$ cat src/rtl/alu_issue_ctrl.sv
// Purpose : issue side of the ALU execution-unit interface; decodes op_code into one
//           unit enable plus ALU_FUN and returns the selected unit's result.
// Latency : accept at edge 0, enable high from edge 0, res_valid at the edge the
//           selected flag is first seen (nominally edge 2).
// Backpressure: one op in flight; op_ready low from accept until the response
//           is taken with res_ready; res_out/res_valid/res_timeout held meanwhile.
//
// Optional feature macro: ALU_TIMEOUT_EN
//   defined   - a counter forces a zero response flagged by res_timeout at edge
//               TIMEOUT after accept if the selected flag never arrives.
//   undefined - no counter; WAIT ends only on the selected flag; res_timeout is 0.
//
// Ports:
//   clk, rst                           clock, async active-high reset
//   op_valid/op_ready, op_code, op_A, op_B   request handshake and payload
//   A, B, ALU_FUN                      latched operands/function to the units
//   *_Enable / *_Flag / *_OUT          per-unit enable, result-valid, result
//   res_out, res_valid, res_ready, res_timeout   registered response

module alu_issue_ctrl #(
    parameter int width   = 16,
    parameter int TIMEOUT = 8
) (
    input  logic             clk,
    input  logic             rst,
    input  logic             op_valid,
    output logic             op_ready,
    input  logic [3:0]       op_code,
    input  logic [width-1:0] op_A,
    input  logic [width-1:0] op_B,
    output logic [width-1:0] A,
    output logic [width-1:0] B,
    output logic [1:0]       ALU_FUN,
    output logic             Arith_Enable,
    output logic             Logic_Enable,
    output logic             CMP_Enable,
    output logic             Shift_Enable,
    input  logic             Arith_Flag,
    input  logic             Logic_Flag,
    input  logic             CMP_Flag,
    input  logic             Shift_Flag,
    input  logic [width-1:0] Arith_OUT,
    input  logic [width-1:0] Logic_OUT,
    input  logic [width-1:0] CMP_OUT,
    input  logic [width-1:0] Shift_OUT,
    output logic [width-1:0] res_out,
    output logic             res_valid,
    input  logic             res_ready,
    output logic             res_timeout
);

    typedef enum logic [1:0] {
        IDLE = 2'd0,
        WAIT = 2'd1,
        RESP = 2'd2
    } state_t;

    // The counter is 8 bits wide, so the timeout must fit in it.
    if (TIMEOUT < 3 || TIMEOUT > 255) begin : g_timeout_range
        $error("alu_issue_ctrl: TIMEOUT must be within 3..255");
    end

    state_t     state;
    logic [1:0] sel;   // latched unit select: 0 arith, 1 logic, 2 cmp, 3 shift
    logic [3:0] en;    // one-hot enables, bit order matches sel

    logic             sel_flag;
    logic [width-1:0] sel_out;

    assign Arith_Enable = en[0];
    assign Logic_Enable = en[1];
    assign CMP_Enable   = en[2];
    assign Shift_Enable = en[3];

    // Only the selected unit is observed; all other flags/results are don't-care.
    always_comb begin
        sel_flag = 1'b0;
        sel_out  = '0;
        case (sel)
            2'd0: begin sel_flag = Arith_Flag; sel_out = Arith_OUT; end
            2'd1: begin sel_flag = Logic_Flag; sel_out = Logic_OUT; end
            2'd2: begin sel_flag = CMP_Flag;   sel_out = CMP_OUT;   end
            default: begin sel_flag = Shift_Flag; sel_out = Shift_OUT; end
        endcase
    end

`ifdef ALU_TIMEOUT_EN
    localparam logic [7:0] TMO_LAST = 8'(TIMEOUT - 1);
    logic [7:0] cnt;

    always_ff @(posedge clk or posedge rst) begin
        if (rst) begin
            state       <= IDLE;
            op_ready    <= 1'b0;
            A           <= '0;
            B           <= '0;
            ALU_FUN     <= '0;
            sel         <= '0;
            en          <= '0;
            cnt         <= '0;
            res_out     <= '0;
            res_valid   <= 1'b0;
            res_timeout <= 1'b0;
        end else begin
            case (state)
                IDLE: begin
                    op_ready <= 1'b1;
                    if (op_valid && op_ready) begin
                        A           <= op_A;
                        B           <= op_B;
                        ALU_FUN     <= op_code[1:0];
                        sel         <= op_code[3:2];
                        en          <= 4'b0001 << op_code[3:2];
                        cnt         <= '0;
                        res_timeout <= 1'b0;
                        op_ready    <= 1'b0;
                        state       <= WAIT;
                    end
                end
                WAIT: begin
                    // A flag on the same edge as the timeout takes priority.
                    if (sel_flag) begin
                        res_out     <= sel_out;
                        res_valid   <= 1'b1;
                        res_timeout <= 1'b0;
                        en          <= '0;
                        state       <= RESP;
                    end else if (cnt == TMO_LAST) begin
                        res_out     <= '0;
                        res_valid   <= 1'b1;
                        res_timeout <= 1'b1;
                        en          <= '0;
                        state       <= RESP;
                    end else begin
                        cnt <= cnt + 8'd1;
                    end
                end
                RESP: begin
                    if (res_ready) begin
                        res_valid <= 1'b0;
                        op_ready  <= 1'b1;
                        state     <= IDLE;
                    end
                end
                default: begin
                    state    <= IDLE;
                    en       <= '0;
                    op_ready <= 1'b0;
                end
            endcase
        end
    end
`else
    assign res_timeout = 1'b0;

    always_ff @(posedge clk or posedge rst) begin
        if (rst) begin
            state     <= IDLE;
            op_ready  <= 1'b0;
            A         <= '0;
            B         <= '0;
            ALU_FUN   <= '0;
            sel       <= '0;
            en        <= '0;
            res_out   <= '0;
            res_valid <= 1'b0;
        end else begin
            case (state)
                IDLE: begin
                    op_ready <= 1'b1;
                    if (op_valid && op_ready) begin
                        A        <= op_A;
                        B        <= op_B;
                        ALU_FUN  <= op_code[1:0];
                        sel      <= op_code[3:2];
                        en       <= 4'b0001 << op_code[3:2];
                        op_ready <= 1'b0;
                        state    <= WAIT;
                    end
                end
                WAIT: begin
                    // No timeout in this build: a silent unit stalls here.
                    if (sel_flag) begin
                        res_out   <= sel_out;
                        res_valid <= 1'b1;
                        en        <= '0;
                        state     <= RESP;
                    end
                end
                RESP: begin
                    if (res_ready) begin
                        res_valid <= 1'b0;
                        op_ready  <= 1'b1;
                        state     <= IDLE;
                    end
                end
                default: begin
                    state    <= IDLE;
                    en       <= '0;
                    op_ready <= 1'b0;
                end
            endcase
        end
    end
`endif

endmodule

$ cat config.mk
export PLATFORM = sky130hd
export DESIGN_NAME = alu_issue_ctrl
export DESIGN_NICKNAME = d
export VERILOG_FILES = /design/src/rtl/alu_issue_ctrl.sv
export SDC_FILE = /design/constraint.sdc
export NUM_CORES = 1
export LEC_CHECK = 0
export CAP_MARGIN = 20
export CORE_ASPECT_RATIO = 1.2
export CORE_MARGIN = 1
export CORE_UTILIZATION = 41
export DETAILED_ROUTE_END_ITERATION = 7
export PLACE_DENSITY = 0.86
export SLEW_MARGIN = 20
export SYNTH_ARGS = -nofsm -noshare
export SYNTH_HDL_FRONTEND = slang
export SYNTH_SLANG_ARGS = --single-unit
$ cat constraint.sdc
create_clock -name clk -period 5.4 [get_ports clk]
set_input_delay 0.81 -clock clk [delete_from_list [all_inputs] [get_ports clk]]
set_output_delay 0.81 -clock clk [all_outputs]
set_load 0.05 [all_outputs]
Word level (Yosys, flattened, before mapping)

Index checks and enable logic that the tools add are counted.

Add/subtract/negate cells: 0
Multiply operators: 0
Div/mod/pow operators: 0
Order comparisons: 0
Equality and inequality tests: 7
Shift-type cells: 1
Multiplexer cells: 15
Bitwise gates (word level): 2
Reductions and logical operators: 10

Operators by type and width:

| kind                  | number |
|---|---|
| $pmux W16 S3          | 1 |
| $pmux W4 S3           | 1 |
| $reduce_and A3 Y1     | 3 |
| $mux W4               | 2 |
| $mux W2               | 3 |
| $ne A2 B2 Y1 const B  | 3 |
| $pmux W1 S3           | 2 |
| $pmux W2 S3           | 1 |
| $reduce_and A2 Y1     | 3 |
| $eq A2 B1 Y1 const B  | 2 |
| $eq A2 B2 Y1 const B  | 2 |
| $logic_not A2 Y1      | 2 |
| $mux W1               | 4 |
| $shl A1 B2 Y4 const A | 1 |
| $not A1 Y1            | 2 |
| $pmux W1 S2           | 1 |
| $reduce_bool A2 Y1    | 1 |
| $logic_and A1 B1 Y1   | 1 |

Register bits: 60
Latch bits: 0
Bits in writable memories: 0
Bits in read-only memories: 0
Input bits: 108
Output and inout port bits: 57
Word-level logic and storage cells: 44
Memories kept: 0

Depth between registers and ports, before layout

Gate-level depths: netlist of run 1.

Depth in word-level cells: 4
Depth in mapped cells: 5
Gate-level depth less buffers: 3

Least setup slack after synthesis of run 1

Ideal clock, no wire load.

Kind: input -> register
Start: input Shift_Flag
End: register res_out[0]
Library setup time: 0.125 ns
Arrival: 1.737 ns
Required time: 5.275 ns
Setup slack: 3.538 ns
Cell stages on the path: 4
Buffers on the path: 1
Path through: mux2i_1 > o22ai_4 > buf_12 > mux2_4

Cells in the longest elaborated chain, start to end: 2

RTL lines:

| what                        | RTL line | RTL |
|---|---|---|
| from (decl)                 | 41       | `input logic Shift_Flag,` |
| $pmux W1 S3                 | 79       | `case (sel)` |
| $reduce_and A2 Y1 (no line) | n/a      |  |
| to (signal assigned)        | 184      | `res_out <= sel_out;` |
| to (decl)                   | 46       | `output logic [width-1:0] res_out,` |

Every way passes these cells.
A chain may end at the register's enable or synchronous reset.

Final worst setup path of run 1

Start: input op_valid
End: register B[0]

Cells in the longest elaborated chain, start to end: 2

RTL lines:

| what                        | RTL line | RTL |
|---|---|---|
| from (decl)                 | 26       | `input logic op_valid,` |
| $logic_and A1 B1 Y1         | 171      | `if (op_valid && op_ready) begin` |
| $reduce_and A2 Y1 (no line) | n/a      |  |
| to (signal assigned)        | 173      | `B <= op_B;` |
| to (decl)                   | 32       | `output logic [width-1:0] B,` |

Every way passes these cells.

==> metrics.txt, run 1 <==
synth top area cells dfrtp_1 54%, mux2_2 17%, mux4_2 11%, mux2_4 4.3%, mux4_1 1.9%; PostCTS Resize Cnt 0; Max Clock Skew 0.004632 ns; Clock Path Buffers 2; Synth Area in Compound Gates 0.03223; Synth top cells by count 60 x dfrtp_1, 43 x mux2_2, 14 x mux4_2, 8 x inv_1, 8 x mux2_4; period utilization 0.4491; routed vias 2,103; IO buf count 163; top-area cell type share of the netlist area 0.5372; syn_area_per_cell 16.16 µm²; Vert. Die Dim 92.45 µm; GRT Max-Usage Layer met2; H-tree levels 3; Root Buffer clkbuf_8; FF+latch count, synth 60; Setup WS pre-CTS 2.597 ns; Mapped Area 2795 µm²; FF-to-FF Start sel[1]; maxcap violations 0; unrepaired setup endpoints after global routing no; global-route met3 utilization 0.04236; Tot GR Track Use 0.1982; clk slew on worst S/H paths 0.06 ns; CP peak stage delay 0.90 ns; biggest area consumer among synthesized cells dfrtp_1; Peak supply drop 0.0004291 V; Final nets 445; worst-margin pin slew 0.9809 ns; first-pass GRT wire length 10,780 µm; Syn. warnings 0; Layout Cells excl Fill 425; hold path startpoint A[5]; vias per cell 4.948; mux cell area share after synthesis 0.3563; met1 Usage GRT 0.2210; First-pass DRT Iterations 4; clock latency on the worst-skew pair 0.33 ns; WHS 0.5038 ns; Crit Path Max Fanout 40; Post-Synth XOR/XNOR Area 0; largest net degree at the start of global routing 61; Power, Total 3.124 mW; DR iter-0 viols 84; final worst-path setup slack 2.975 ns; Core ar. 6526 µm²; CP endpoint kind flip-flop; Worst Path Arrival 2.63 ns; hold crit path type reg -> reg; pwr dens 671.9 nW/µm²; final hold vios 0; DR DRC count 0; Routability Congestion 0.7060; slowest CP cell and4bb_2; Area growth syn-to-layout 66.34%; Setup Fix Bufs, Post-CTS 0; setup tns final 0 ns; total congestion overflow 0; mean routed wirelength per cell 16.18 µm; CP startpoint op_valid; Finish-stage setup viols 0; antenna viol nets, final 0; IO Pins 165; Max-slew headroom 0.3460; Antenna diodes 0; WP data required 5.61 ns; die width 77.38 µm; TritonCTS clock tree done; starting density of the core 0.4283; Setup CP Type in -> reg; synth unique cells 29; simple-gate share of the synthesized area 0.03268; M2 GR Usage 0.3547; drt total wl 6878 µm; TritonCTS buffer count 9; Syn Nets 281; fin crit period 2.425 ns; most numerous cell in the Yosys netlist dfrtp_1; largest family of logic cells by synthesized area multiplexers; clock sinks 60; cell breakdown of the critical path clkdlybuf4s50_1 -> and4bb_2 -> mux2_2; placed cell count 411; number of global-route vias before repair 2,272; fraction of the mapped netlist area in adder cells 0; layout cells sized above 1 0.2500; number of synthesized flops with an enable pin 0; FP Rows 32; status complete, no violations; hold-fix buffers at CTS 0; die area 7153 µm²; FMAX 412.4 MHz; startpoint types primary input; ys flop type dfrtp_1; static leakage 1.863 nW; antenna violations before repair 0; post-synthesis sequential area ratio 0.5372; DPL Wire Length 5078 µm; Gate Count Post-Synth 173; Slew Limit Fails 0; fraction of registers with async set/reset 1.000
stage by stage:
stage / area (µm²) / utilization
4_1_cts: 4648 / 0.7122
2_1_floorplan: 2795 / -
3_3_place_gp: 4458 / 0.6831
6_report: 4649 / 0.7124
3_5_place_dp: 4458 / 0.6831
5_1_grt: 4649 / 0.7124
sequential cells by signal, indices dropped and copies added (netlist names):
register   cells
A             16
B             16
res_out       16
en             4
ALU_FUN        2
sel            2
state          2
op_ready       1
res_valid      1
final cells by class:
cell class | instances | area (µm²)
Clock buffer | 12 | 155.1
Clock inverter | 2 | 35.03
Fill cell | 465 | 1877
Inverter | 8 | 30.03
Multi-Input combinational cell | 94 | 1181
Sequential cell | 60 | 1503
Tap cell | 85 | 106.4
Timing Repair Buffer | 164 | 1639
cells in the final DEF (no fill, tap or decap), drive strengths merged:
cell type and instances:
nor2 1, and4bb 1, bufinv 1, clkinv 1, conb 1, mux2 51
a211oi 1, and3b 1, dfrtp 60, clkdlybuf4s50 163, inv 8, a221o 1
clkbuf 12, or3b 1, nor3b 1, buf 1, nand2 2, a222oi 1
o22ai 5, nand3b 2, o21bai 1, mux4 16, mux2i 2, o21ai 2
nand2b 4
final timing paths:
kind	end	slack (ns)	cells past startpoint
max in group asynchronous	sel[0]	3.83	3
min	A[5]	0.50	1
min reg2reg	A[5]	0.50	1
max reg2reg	res_out[13]	3.08	3
max	B[0]	2.98	3
min in group asynchronous	B[4]	1.02	3
where the power goes:
part           total (mW)  switching, mW  leakage (nW)  internal (mW)
Clock               0.390          0.157        0.0983          0.233
Combinational        1.86           1.05          1.05          0.813
Sequential          0.870          0.192         0.713          0.679
per-layer routing:
layer / part of all wire / vias to the layer above / wire length [µm]
met4: 0.016 / 0 / 109
met3: 0.064 / 11 / 438
met1: 0.37 / 1036 / 2575
met5: 0 / - / 0
li1: - / 970 / -
met2: 0.55 / 86 / 3754
cell families (layout without fill, tap and decap cells):
| family | Yosys count | after routing |
|---|---|---|
| other | 1 | 1 |
| DFF | 60 | 60 |
| and+or+nand+nor | 13 | 13 |
| muxes | 69 | 69 |
| AOI/OAI and AO/OA | 11 | 11 |
| buffers and inverters | 19 | 186 |
worst max-delay path, delay by kind of cell:
family,cells,cell delay (ns)
and+or+nand+nor,1,0.90
buffers and inverters,1,0.49
muxes,1,0.42
Power figures use the tool's default switching activity.
==> run 2, diff against run 1 <==
- CORE_UTILIZATION: 41 -> 38
- PLACE_DENSITY: 0.86 -> 0.81
- clock period: 5.4 -> 2.4 ns (I/O delays scaled with it)
==> metrics.txt, run 2 (same netlist as run 1, synthesis figures left out) <==
Gate power share 0.603; IO Pins 165; hold-fix buffers at CTS 0; TritonCTS buffer count 9; Root Buffer clkbuf_8; FMAX 522.9 MHz; vias per cell 4.905; Setup Fix Bufs, Post-CTS 0; Max Clock Skew 0.008047 ns; TritonCTS clock tree done; Peak supply drop 0.0008942 V; Routability Congestion 0.6962; H-tree levels 3; switching portion of total power 0.4378; CP endpoint kind primary output; Regs by FF count A x16, B x16, res_out x16; drt total wl 6975 µm; placed cell count 417; Routed met2 length 3862 µm; most common cell after layout, fill and taps aside clkdlybuf4s50_1; clk slew on worst S/H paths 0.07 ns; Power, Total 7.277 mW; highest-count cells in the layout ignoring fill and taps 163 x clkdlybuf4s50_1, 60 x dfrtp_1, 43 x mux2_2, 14 x mux4_2, 12 x clkbuf_8; Worst path top cell family by delay buffers and inverters; CP peak stage delay 0.83 ns; Setup CP Type reg -> out; Clock Path Buffers 2; power share of the sequential group 0.252; cell breakdown of the critical path clkdlybuf4s50_1; period utilization 0.7968; routed vias 2,124; DR DRC count 0; Vert. Die Dim 95.95 µm; setup tns final 0 ns; Clock power frac 0.145; Finish-stage setup viols 0; Internal Power 4.091 mW; startpoint types flip-flop; mean routed wirelength per cell 16.11 µm; WP data required 2.04 ns; highest metal used met4; hold crit path type in -> async; Routed met3 length 529 µm; Crit path buffers/inverters 1; DPL Wire Length 5244 µm; Tot GR Track Use 0.1830; final hold vios 0; first-pass GRT wire length 10,450 µm; unrepaired setup endpoints after global routing no; Antenna diodes 0; DR iter-0 viols 49; status complete, no violations; Max-slew headroom 0.6015; clock latency on the worst-skew pair 0.33 ns; layout cells sized above 1 0.2601; die area 7704 µm²; Core ar. 6978 µm²; maxcap violations 0; starting density of the core 0.4006; First-pass DRT Iterations 4; number of global-route vias before repair 2,208; Final nets 449; Worst Path Arrival 1.55 ns; worst-margin pin slew 0.5977 ns; Sw Pwr 3.186 mW; Area growth syn-to-layout 70.46%; total congestion overflow 0; Layout Cells excl Fill 433; slowest CP cell clkdlybuf4s50_1; largest net degree at the start of global routing 61; antenna viol nets, final 0; FP Rows 33; clock sinks 60; fin crit period 1.912 ns; Crit Path Max Fanout 5; PostCTS Resize Cnt 0; Slew Limit Fails 0; static leakage 1.913 nW; pwr dens 1527 nW/µm²; IO buf count 163; die width 80.29 µm; antenna violations before repair 0; M1 WL 2496 µm
## run 2: per-stage QoR
step / setup slack [ns] / cell area (µm²) / hold WS (ns) / utilization
4_1_cts: 0.4649 / 4765 / 0.4117 / 0.6828
3_3_place_gp: 0.4181 / 4528 / 0.4890 / 0.6489
3_5_place_dp: 0.3848 / 4528 / 0.4906 / 0.6489
6_report: 0.4877 / 4765 / 0.3943 / 0.6828
2_1_floorplan: 0.5553 / 2795 / 0.4491 / -
5_1_grt: 0.3863 / 4765 / 0.4328 / 0.6828
## run 2: worst paths after layout
check / startpoint / cells after the start / end / slack [ns]
worst max-delay path: op_ready / 1 / op_ready / 0.49
worst min-delay path: rst / 3 / B[4] / 0.39
worst max register to register: sel[0] / 4 / res_out[3] / 0.51
worst min register to register: res_out[13] / 1 / res_out[13] / 0.51
max in group asynchronous: rst / 3 / A[11] / 1.72
min in group clk: res_out[13] / 1 / res_out[13] / 0.51
## run 2: layout make-up
class / count / area [µm²]
clock buffer: 13 / 168.9
clock inverter: 3 / 67.56
fill: 542 / 2213
inverter: 8 / 30.03
multi-input combinational: 94 / 1181
sequential: 60 / 1501
tap: 87 / 108.9
timing repair buffer: 168 / 1707
## run 2: per-layer routing
| metal | up-vias | GRT usage |
|---|---|---|
| li1 | 976 | - |
| met1 | 1055 | 0.2011 |
| met2 | 84 | 0.3305 |
| met3 | 9 | 0.05403 |
| met4 | 0 | 0.07143 |
| met5 | - | 0 |
## run 2: power groups by stage
stage | Combinational (mW) | Sequential (mW) | Clock, mW
2_1_floorplan | 1.42 | 3.46 | 0
3_3_place_gp | 4.37 | 1.83 | 0
3_5_place_dp | 4.43 | 1.85 | 0
4_1_cts | 4.44 | 1.84 | 1.08
5_1_grt | 4.58 | 1.91 | 1.12
6_report | 4.39 | 1.83 | 1.05
